--- src/rtl/uart_tx_arbiter.sv ---
// Packet-granular round-robin arbiter sharing one UART tx byte channel.
// A grant is held until the owner's last byte is accepted or it idles out.
module uart_tx_arbiter #(
    parameter int PORTS   = 2,
    parameter int TIMEOUT = 65535
) (
    input  logic               clk,
    input  logic               reset,
    input  logic [PORTS-1:0]   req_valid,
    input  logic [PORTS-1:0]   req_last,
    input  logic [8*PORTS-1:0] req_byte,
    output logic [PORTS-1:0]   req_ready,
    output logic               tx_valid,
    output logic [7:0]         tx_byte,
    input  logic               tx_ready,
    output logic [PORTS-1:0]   grant,
    output logic               evicted
);
    localparam int IW = (PORTS > 1) ? $clog2(PORTS) : 1;
    localparam int CW = (TIMEOUT > 0) ? $clog2(TIMEOUT + 1) : 1;

    typedef enum logic {IDLE, LOCKED} state_t;

    state_t          state;
    logic [IW-1:0]   ptr;
    logic [IW-1:0]   idx;
    logic [CW-1:0]   cnt;
    logic [CW-1:0]   cnt_inc;
    logic [IW-1:0]   pick;
    logic [IW-1:0]   nxt;
    logic [IW-1:0]   j;
    logic [PORTS-1:0] pick_oh;
    logic            found;
    logic            xfer;

    // First requester at or after the round-robin pointer
    always_comb begin
        pick    = '0;
        found   = 1'b0;
        j       = '0;
        pick_oh = '0;
        for (int k = 0; k < PORTS; k++) begin
            j = IW'((int'(ptr) + k) % PORTS);
            if (!found && req_valid[j]) begin
                found = 1'b1;
                pick  = j;
            end
        end
        pick_oh[pick] = 1'b1;
    end

    always_comb begin
        nxt = idx + 1'b1;
        if (PORTS == 1 || int'(idx) == PORTS - 1)
            nxt = '0;
    end

    // Owner path is combinational so the first byte moves in the grant cycle
    always_comb begin
        tx_valid  = 1'b0;
        tx_byte   = 8'h00;
        req_ready = '0;
        if (state == LOCKED) begin
            tx_valid  = req_valid[idx];
            tx_byte   = req_byte[{idx, 3'b000} +: 8];
            req_ready = tx_ready ? grant : '0;
        end
    end

    assign xfer    = tx_valid & tx_ready;
    assign cnt_inc = cnt + 1'b1;

    always_ff @(posedge clk or posedge reset) begin
        if (reset) begin
            state   <= IDLE;
            grant   <= '0;
            idx     <= '0;
            ptr     <= '0;
            cnt     <= '0;
            evicted <= 1'b0;
        end else begin
            evicted <= 1'b0;
            case (state)
                IDLE: begin
                    if (found) begin
                        state <= LOCKED;
                        grant <= pick_oh;
                        idx   <= pick;
                        cnt   <= '0;
                    end
                end
                LOCKED: begin
                    if (xfer) begin
                        cnt <= '0;
                        if (req_last[idx]) begin
                            state <= IDLE;
                            grant <= '0;
                            ptr   <= nxt;
                        end
                    end else if (!req_valid[idx]) begin
                        // UART stalls never reach here, so they never count
                        if (TIMEOUT != 0 && cnt_inc == CW'(TIMEOUT)) begin
                            state   <= IDLE;
                            grant   <= '0;
                            ptr     <= nxt;
                            cnt     <= '0;
                            evicted <= 1'b1;
                        end else if (cnt != '1) begin
                            cnt <= cnt_inc;
                        end
                    end
                end
                default: state <= IDLE;
            endcase
        end
    end
endmodule

--- config.mk ---
export PLATFORM = sky130hd
export DESIGN_NAME = uart_tx_arbiter
export DESIGN_NICKNAME = d
export VERILOG_FILES = /design/src/rtl/uart_tx_arbiter.sv
export SDC_FILE = /design/constraint.sdc
export NUM_CORES = 1
export LEC_CHECK = 0
export BUFFER_PORTS_ARGS = -buffer_cell sky130_fd_sc_hd__buf_2
export CORE_ASPECT_RATIO = 0.5
export CORE_UTILIZATION = 48
export DETAILED_ROUTE_END_ITERATION = 16
export GPL_TIMING_DRIVEN = 0
export PLACE_DENSITY = 0.78
export SLEW_MARGIN = 5
export SYNTH_ARGS = -nofsm -noshare
export SYNTH_HDL_FRONTEND = slang
export SYNTH_SLANG_ARGS = --single-unit
--- constraint.sdc ---
create_clock -name clk -period 2 [get_ports clk]
set_input_delay 0.1 -clock clk [delete_from_list [all_inputs] [get_ports clk]]
set_output_delay 0.1 -clock clk [all_outputs]
set_load 0.02 [all_outputs]
# Word-level counts from Yosys, hierarchy flattened
# Index checks and enable logic that the tools add are counted.
# Widths: inputs -> output; s select.
[totals]
ff_bits = 22
in_bits = 23
output_inout_bits = 14
elab_cells = 79
[op_classes]
n_addsub = 3
n_lt_le_gt_ge = 5
n_eq_ne = 9
n_shift = 1
mux = 45
bitwise_logic = 2
n_reduce_logical = 8
[ops]
columns = ["op", "n"]
rows = [
  ["$mux 16", 5],
  ["$pmux 16 s2", 1],
  ["$mux 1", 28],
  ["$add 16x1->16 const B", 1],
  ["$eq 16x16->1 const B", 1],
  ["$ne 16x16->1 const B", 1],
  ["$shiftx 16x5->8", 1],
  ["$mux 2", 7],
  ["$lt 1x2->1 const B", 4],
  ["$mux 8", 1],
  ["$reduce_and 4->1", 2],
  ["$ne 2x2->1 const B", 2],
  ["$ne 4x1->1 const B", 1],
  ["$pmux 2 s2", 1],
  ["$ne 3x1->1 const B", 1],
  ["$ne 3x2->1 const B", 1],
  ["$ne 3x3->1 const B", 1],
  ["$reduce_and 3->1", 1],
  ["$add 1x1->1 const B", 2],
  ["$logic_and 1x1->1", 2],
  ["$ne 2x1->1 const B", 1],
  ["$pmux 1 s2", 1],
  ["$reduce_and 2->1", 1],
  ["$reduce_bool 2->1", 1],
  ["other kinds (5)", 5],
]

# Logic depth before layout (Yosys ltp)
# Gate-level depths: netlist (run 1).
[depth]
depth_word = 12
depth_mapped = 9
depth_no_buf = 8

# Worst setup path after synthesis (run 1)
# OpenSTA, ideal clock, no wires.
[synth_path]
path_kind = "register to register"
startpoint = "reg cnt[0]"
endpoint = "reg cnt[11]"
setup_ns = 0.122
arrival_ns = 1.920
required_ns = 1.878
setup_slack_ns = -0.041
stages_incl_launch_ff = 8
path_buffers = 1
period_less_slack_ns = 2.041
path_cell_list = "dfrtp_1 ha_1 and4b_1 a31oi_1 o32a_2 o211a_4 buf_6 a32o_1"
[synth_via]
elab_chain_len = 6
[synth_lines]
columns = ["item", "line_no", "text"]
rows = [
  ["from (decl)", "27", "logic [CW-1:0] cnt;"],
  ["from (signal assigned)", "109", "cnt <= cnt_inc;"],
  ["$add 16x1->16", "71", "assign cnt_inc = cnt + 1'b1;"],
  ["$eq 16x16->1 or $mux 16 (tied branches)", "102, 108", ""],
  ["$mux 16", "102", "if (TIMEOUT != 0 && cnt_inc == CW'(TIMEOUT)) begin"],
  ["$mux 16", "100", "end else if (!req_valid[idx]) begin"],
  ["$mux 16", "93", "if (xfer) begin"],
  ["$pmux 16 s2", "83", "case (state)"],
]
# Several ways; a longest one is shown, not always the timed one. The select of a mux whose other input is x is not followed.
# A chain may end at the register's enable or synchronous reset.

# Final worst setup path (run 1)
[layout_path]
startpoint = "reg cnt[5]"
endpoint = "reg cnt[7]"
# The elaborated chain is that of the path after synthesis.

==> out/summary.txt, run 1 <==
status: finished with violations
failing checks: negative hold slack, negative setup slack
max-cap viol count: 0
gr usage total: 0.254
CTS clk-pin slew, worst paths: 0.08 ns
Seq cells post-synth: 22
Max VDD drop: 0.726 mV
layout cells sized above 1: 0.445
vias in the first global route: 1,444
Power, Total: 0.00234 W
synthesized instance count: 179
Nets: 263
pre-CTS setup slack: -0.307 ns
final wirelength: 4620 µm
leakage: 1.05 nW
row count: 14
clk_lat worst skew: 0.27 ns
CTS Hold Bufs: 0
kind of critical path: reg -> reg
Port Buffer Count: 36
Final setup viols: 14
Power Density: 1060 nW/µm²
full die area: 3450 µm²
most frequent cells in the layout: 38 x buf_2, 23 x nor2_1, 19 x dfrtp_1, 17 x nand2_1, 11 x buf_4
chip height: 42.0 µm
CP max-delay cell: dfrtp_1
Final ANT Viol Nets: 0
top cell family by delay on the critical path: simple AND/OR/NAND/NOR gates
r2r setup slk: -0.11 ns
Slew headroom: 0.446
n_diodes: 0
Layout area overhead: 43.9%
Cell variety after synth: 44
die width: 82.0 µm
Synth Flop Type: dfrtp_1
Async SR Flop Fraction: 1.00
routed len/inst: 16.8 µm
Worst Tran Pin Value: 0.830 ns
crit path DAT: 2.25 ns
Post-synth EDFFs: 0
CP Capture Type: flop
grt ovf: 0
sequential fraction of the synthesis area: 0.358
fin. max-slew vios: 0
setup ws final: -0.107 ns
worst hold path type: in -> async
Placeable Area: 3030 µm²
most common cell after layout, fill and taps aside: buf_2
CTS tree: yes
layer with the highest usage: met2
Via Count: 1,688
met1 GRT Util: 0.331
final hold slack: -0.0153 ns
period utilization: 1.05
DPL Wire Length: 2630 µm
Worst Skew: 0.00246 ns
number of hold violations in the final report: 22
Yosys Warn Count: 0
CTS buffer count: 3
CP Launch Type: flop
routability-driven placement congestion ratio: 0.867
min Tclk post-route: 2.11 ns
vias per inst: 6.12
DRC violation count after routing: 0
post-synth net total: 204
Max Fanout on Critical Path: 5
CP max stage delay: 0.48 ns
mapped cell area: 1540 µm²
fmax: 475 MHz
initial antenna violation count: 0
WP buf/inv: 1
clk sinks: 22
global-route track usage on met2: 0.385
Initial Utilization: 0.507
largest net degree at the start of global routing: 23
first-pass GRT wire length: 6460 µm
Worst Path Required: 2.14 ns
Starting DRT DRC Count: 180
routing usage on met3: 0.0674
# IOs: 37
CTS Root Cell: clkbuf_8
Clock Path Buffers: 2
Avg Cell Area, Syn: 8.59 µm²
drt first pass iters: 5
H-Tree Depth: 1
CP Cell Sequence: nand3_2 -> nor4_4 -> nand4_4 -> o211a_4 -> buf_6 -> a21oi_1 -> o21ai_1
RSZ-0062 raised after global routing: true
-- stage by stage --
stage	instance area, µm²	utilization	cells	hold WS [ns]	TNS [ns]
after CTS	1970	0.649	267	0.0270	-0.0875
after detailed placement	1780	0.588	255	0.313	-2.74
after floorplan	1550	-	179	0.0892	0
after global placement	1780	0.588	255	0.294	-1.77
final	2210	0.730	276	-0.0153	-0.620
after global routing	2210	0.730	276	0.0804	-1.72
-- synthesized netlist by cell type (2+ instances only) --
| cell type | number | area, µm² |
|---|---|---|
| a31oi_1 | 7 | 43.8 |
| buf_6 | 2 | 22.5 |
| nand4_2 | 2 | 25.0 |
| a21oi_1 | 8 | 40.0 |
| nand2_1 | 19 | 71.3 |
| o211ai_2 | 2 | 25.0 |
| a32o_1 | 2 | 20.0 |
| o21ai_0 | 8 | 40.0 |
| mux2i_1 | 11 | 110 |
| inv_1 | 7 | 26.3 |
| dfrtp_1 | 22 | 551 |
| o21ai_1 | 2 | 10.0 |
| nand4_1 | 5 | 31.3 |
| ha_1 | 2 | 25.0 |
| clkbuf_1 | 5 | 18.8 |
| and3_1 | 4 | 25.0 |
| a21o_1 | 2 | 15.0 |
| nor3_1 | 6 | 30.0 |
| nor2_1 | 26 | 97.6 |
| xnor2_1 | 5 | 43.8 |
| nand3_1 | 9 | 45.0 |
-- sequential cells by signal, indices dropped and copies added (netlist names) --
register and cells:
state 1, idx 1, grant 2, evicted 1, ptr 1, cnt 16
-- cells by family after synthesis --
group	share of synthesized area
mux	0.0789
fa+ha+maj	0.0163
flops	0.358
compound gates	0.192
buf+inv	0.0472
simple gates	0.273
xor+xnor	0.0342
-- what timing repair did --
action / CTS / global route
setup endpoints to repair: 18 / 27
buffers inserted: 8 / 8
gates resized for setup: 18 / 39
cloned: 1 / 1
pin swaps: 8 / 15
-- path summary, 6_finish.rpt --
path                              startpoint  endpoint  depth (start not counted)
worst max register to register        cnt[5]    cnt[7]                          7
worst min register to register      grant[0]  grant[0]                          1
worst min-delay path                   reset  grant[1]                          2
worst max-delay path                  cnt[5]    cnt[7]                          7
max in group asynchronous              reset    cnt[1]                          2
min in group clk                req_valid[1]       idx                          3
-- final cells by class --
cell class                 instances  area [µm²]
buffer                             8        55.1
clock buffer                       3        41.3
inverter                           7        26.3
fill                             194         818
timing repair buffer              53         344
sequential                        22         554
tap                               40        50.0
multi-input combinational        143        1140
-- power by group --
group / leakage, nW / internal [W] / switching (W)
registers: 0.285 / 0.000543 / 0.000103
logic: 0.739 / 0.000631 / 0.000782
clock network: 0.0216 / 0.000135 / 0.000148
-- metal layers --
layer,wire length [µm],share of wire
met2,2200,0.48
met5,0,0
met1,1940,0.42
met4,165,0.036
met3,317,0.069
Power figures use the tool's default switching activity.
==> run 2: changes to the inputs <==
--- a/config.mk
+++ b/config.mk
@@ -7,10 +7,11 @@
 export LEC_CHECK = 0
 export BUFFER_PORTS_ARGS = -buffer_cell sky130_fd_sc_hd__buf_2
 export CORE_ASPECT_RATIO = 0.5
-export CORE_UTILIZATION = 48
+export CORE_UTILIZATION = 50
 export DETAILED_ROUTE_END_ITERATION = 16
 export GPL_TIMING_DRIVEN = 0
-export PLACE_DENSITY = 0.78
+export PLACE_DENSITY = 0.77
+export RECOVER_POWER = 50
 export SLEW_MARGIN = 5
 export SYNTH_ARGS = -nofsm -noshare
 export SYNTH_HDL_FRONTEND = slang
==> constraint.sdc (replaced) <==
create_clock -name clk -period 2.5 [get_ports clk]
set_input_delay 0.125 -clock clk [delete_from_list [all_inputs] [get_ports clk]]
set_output_delay 0.125 -clock clk [all_outputs]
set_load 0.02 [all_outputs]
==> out/summary.txt, run 2 (same netlist as run 1, synthesis figures left out) <==
Power, Total: 0.00154 W
most common cell after layout, fill and taps aside: buf_2
Worst Tran Pin Value: 0.803 ns
CP Cell Sequence: ha_1 -> and4b_1 -> a31oi_1 -> o32a_2 -> o211ai_2 -> nand3_1 -> a32o_1
Comb pwr share: 0.507
clock power share: 0.169
fillers: 232
gr usage total: 0.232
Worst Skew: 0.00372 ns
Starting DRT DRC Count: 158
DPL Wire Length: 2570 µm
setup ws final: 0.170 ns
CP Launch Type: flop
Setup Fix Bufs, Post-CTS: 0
pre-CTS setup slack: 0.168 ns
largest net degree at the start of global routing: 23
period utilization: 0.932
CP max stage delay: 0.43 ns
max FFs per register: 16
crit path DAT: 2.49 ns
row count: 13
grt ovf: 0
failing checks: negative hold slack
max-cap viol count: 0
CP max-delay cell: o32a_2
vias per inst: 5.73
Power Density: 852 nW/µm²
fmax: 429 MHz
kind of critical path: reg -> reg
P_int: 0.000876 W
final hold slack: -0.000922 ns
number of hold violations in the final report: 2
fin. max-slew vios: 0
Via Count: 1,468
Layout area overhead: 17.8%
H-Tree Depth: 1
initial antenna violation count: 0
CP Capture Type: flop
CTS Root Cell: clkbuf_8
first-pass GRT wire length: 5540 µm
routed len/inst: 13.4 µm
Post-CTS Resized: 0
Placeable Area: 2750 µm²
most flop-heavy register: cnt
worst hold path type: in -> async
routability-driven placement congestion ratio: 0.864
CTS clk-pin slew, worst paths: 0.08 ns
chip height: 41.2 µm
Final setup viols: 0
drt first pass iters: 4
setup TNS: 0 ns
n_diodes: 0
die width: 80.4 µm
leakage: 0.833 nW
CTS tree: yes
Nets: 245
area occupied by registers: 551 µm²
min Tclk post-route: 2.33 ns
net switching power: 0.000668 W
Clock Path Buffers: 2
status: finished with violations
final core area utilization: 0.659
Sw Share: 0.433
Regs by FF count: cnt (16), grant (2)
CTS Hold Bufs: 0
area of the multi-input gates: 915 µm²
# IOs: 37
Port Buffer Count: 36
RSZ-0062 raised after global routing: false
Initial Utilization: 0.559
CTS buffer count: 3
final wirelength: 3440 µm
Slew headroom: 0.464
vias in the first global route: 1,242
clk_lat worst skew: 0.27 ns
Max VDD drop: 0.657 mV
Worst Path Required: 2.66 ns
Max Fanout on Critical Path: 9
Final ANT Viol Nets: 0
Post-Place Cells: 252
DRC violation count after routing: 0
clk sinks: 22
layout cells sized above 1: 0.233
most frequent cells in the layout: 31 x buf_2, 26 x nor2_1, 22 x dfrtp_1, 19 x nand2_1
register share of total power: 0.323
Non-Filler Instances: 256
full die area: 3310 µm²
==> run 2: cell count changes in the layout (fill, tap and decap cells not counted), moves of 4 or more <==
cell	before	now
buf_4	11	0
buf_6	6	2
clkbuf_1	1	11
buf_2	38	31
nand3_1	3	9
o21ai_0	3	8
nand3_2	5	0
==> run 2: layer usage <==
layer  global-route usage  share of wire  vias to the layer above
met4               0.0670         0.0067                        0
met1                0.299           0.49                      681
met5                    0              0                        -
met3               0.0533          0.062                        4
met2                0.403           0.44                       52
li1                     -              -                      731
==> run 2: area by class of cell <==
type | instances | share of cell area
inverters | 7 | 0.0145
plain buffers | 8 | 0.0249
clock buffers | 4 | 0.0304
flip-flops and latches | 22 | 0.304
well taps | 37 | 0.0256
repair buffers | 36 | 0.0960
multi-input cells | 142 | 0.505
==> run 2: worst paths after layout <==
check / start / end / slack, ns / cells past startpoint
worst max-delay path: cnt[0] / grant[1] / 0.17 / 7
worst min-delay path: reset / cnt[13] / -0.0009 / 2
worst max register to register: cnt[0] / grant[1] / 0.17 / 7
worst min register to register: grant[0] / grant[0] / 0.53 / 1
max in group asynchronous: reset / cnt[1] / 2.00 / 2
min in group clk: req_valid[1] / grant[1] / 0.19 / 2
==> run 2: through the flow <==
stage,hold slack (ns),cell area (µm²)
2_1_floorplan,0.114,1540
4_1_cts,0.0367,1820
3_5_place_dp,0.329,1760
5_1_grt,0.0791,1810
6_report,-0.000922,1810
3_3_place_gp,0.324,1760
==> run 2: worst max-delay path: cells and delay by family, from the launching register on <==
family | cells | cell delay [ns]
AOI/OAI and AO/OA | 4 | 1.12
adders and majority gates | 1 | 0.30
DFF | 1 | 0.42
and+or+nand+nor | 2 | 0.39
==> run 2: power groups by stage <==
stage / clock (W) / sequential, W / combinational, W
after floorplan: 0 / 0.000506 / 0.000581
after global placement: 0 / 0.000504 / 0.000772
after detailed placement: 0 / 0.000506 / 0.000785
after CTS: 0.000264 / 0.000500 / 0.000791
after global routing: 0.000279 / 0.000513 / 0.000867
final: 0.000262 / 0.000499 / 0.000783
==> run 3: changes to the inputs <==
--- a/config.mk
+++ b/config.mk
@@ -7,10 +7,11 @@
 export LEC_CHECK = 0
 export BUFFER_PORTS_ARGS = -buffer_cell sky130_fd_sc_hd__buf_2
 export CORE_ASPECT_RATIO = 0.5
-export CORE_UTILIZATION = 50
+export CORE_UTILIZATION = 57
+export CTS_CLUSTER_SIZE = 10
 export DETAILED_ROUTE_END_ITERATION = 16
 export GPL_TIMING_DRIVEN = 0
-export PLACE_DENSITY = 0.77
+export PLACE_DENSITY = 0.86
 export RECOVER_POWER = 50
 export SLEW_MARGIN = 5
 export SYNTH_ARGS = -nofsm -noshare
==> out/summary.txt, run 3 (same netlist as run 1, synthesis figures left out) <==
Highest Signal Layer: met4
clk_lat worst skew: 0.27 ns
DP Area: 1760 µm²
number of hold violations in the final report: 0
Worst Skew: 0.00899 ns
grt ovf: 0
Slew headroom: 0.430
R2R cell count: 7
Reg-to-Reg Start: cnt[0]
vias in the first global route: 1,392
CTS Root Cell: clkbuf_8
setup ws final: 0.171 ns
fin. max-slew vios: 0
largest net degree at the start of global routing: 23
final hold slack: 0.00992 ns
max FFs per register: 16
layout cells sized above 1: 0.233
Worst Tran Pin Value: 0.854 ns
Starting DRT DRC Count: 116
clock power share: 0.208
gr usage total: 0.291
Port Buffer Count: 36
most common cell after layout, fill and taps aside: buf_2
fmax: 429 MHz
die width: 75.5 µm
routability-driven placement congestion ratio: 0.880
Setup crit start: cnt[0]
Comb pwr share: 0.486
Max VDD drop: 0.645 mV
worst hold path type: in -> async
kind of critical path: reg -> reg
routed len/inst: 15.0 µm
most frequent cells in the layout: 31 x buf_2, 26 x nor2_1, 22 x dfrtp_1, 19 x nand2_1
P_int: 0.000952 W
full die area: 2920 µm²
Worst Path Required: 2.67 ns
status: finished, final reports clean
Final setup viols: 0
CTS Hold Bufs: 0
max-cap viol count: 0
pre-CTS setup slack: 0.186 ns
Via Count: 1,535
row count: 12
initial antenna violation count: 0
met2 WL: 1750 µm
net switching power: 0.000681 W
chip height: 38.7 µm
Power, Total: 0.00163 W
CTS buffer count: 3
setup TNS: 0 ns
Nets: 245
CTS clk-pin slew, worst paths: 0.09 ns
Clock Path Buffers: 2
fillers: 160
Layout area overhead: 19.3%
met1 wire length: 1700 µm
met3 WL: 312 µm
# IOs: 37
min Tclk post-route: 2.33 ns
DPL Wire Length: 2670 µm
crit path DAT: 2.50 ns
vias per inst: 6.04
CP Launch Type: flop
Placeable Area: 2370 µm²
Initial Utilization: 0.648
CP Capture Type: flop
RSZ-0062 raised after global routing: false
clk sinks: 22
Sw Share: 0.417
Max Fanout on Critical Path: 9
DRC violation count after routing: 0
Power Density: 890 nW/µm²
Regs by FF count: cnt (16), grant (2)
register share of total power: 0.306
cell area after layout: 1830 µm²
final wirelength: 3820 µm
Final ANT Viol Nets: 0
most flop-heavy register: cnt
n_diodes: 0
leakage: 0.842 nW
drt first pass iters: 4
CTS tree: yes
period utilization: 0.932
H-Tree Depth: 1
first-pass GRT wire length: 6140 µm
## run 3: power by group through the flow
stage / Sequential, W / Combinational, W / Clock, W
2_1_floorplan: 0.000506 / 0.000581 / 0
3_3_place_gp: 0.000501 / 0.000768 / 0
3_5_place_dp: 0.000505 / 0.000782 / 0
4_1_cts: 0.000498 / 0.000790 / 0.000333
5_1_grt: 0.000512 / 0.000860 / 0.000349
6_report: 0.000499 / 0.000794 / 0.000339
## run 3: per-stage QoR
stage          std cells  utilization
2_1_floorplan        179            -
3_3_place_gp         250        0.743
3_5_place_dp         250        0.743
4_1_cts              254        0.773
5_1_grt              254        0.773
6_report             254        0.773
## run 3: final cells by class
cell class | count | area (µm²) | area share
buffer | 8 | 45.0 | 0.0246
clock inverter | 1 | 30.0 | 0.0164
sequential | 22 | 551 | 0.300
timing repair buffer | 36 | 174 | 0.0948
tap | 35 | 43.8 | 0.0239
multi-input combinational | 142 | 923 | 0.503
inverter | 7 | 26.3 | 0.0143
clock buffer | 3 | 41.3 | 0.0225
## run 3: worst paths after layout
kind                                 end  slack [ns]
max in group asynchronous         cnt[9]        1.95
worst min-delay path                 ptr        0.01
worst min register to register  grant[1]        0.52
worst max-delay path            grant[1]        0.17
min in group clk                     idx        0.17
worst max register to register  grant[1]        0.17
## run 3: repair_timing
action,in CTS,in global routing
endpoints found under the setup margin,0,3
setup buffers,0,0
resized for setup,0,1
## run 3: critical path, cell delays in order (launching register included)
cell and delay (ns):
dfrtp_1 0.43, ha_1 0.29, xnor2_1 0.17, nor4_2 0.31, nand4_2 0.25, o211ai_4 0.37, nand3_1 0.17, a32o_1 0.22
## run 3: metal layers
metal	up-vias	GRT usage
met5	-	0
met4	0	0.0972
met1	708	0.357
met2	85	0.502
li1	734	-
met3	8	0.0781
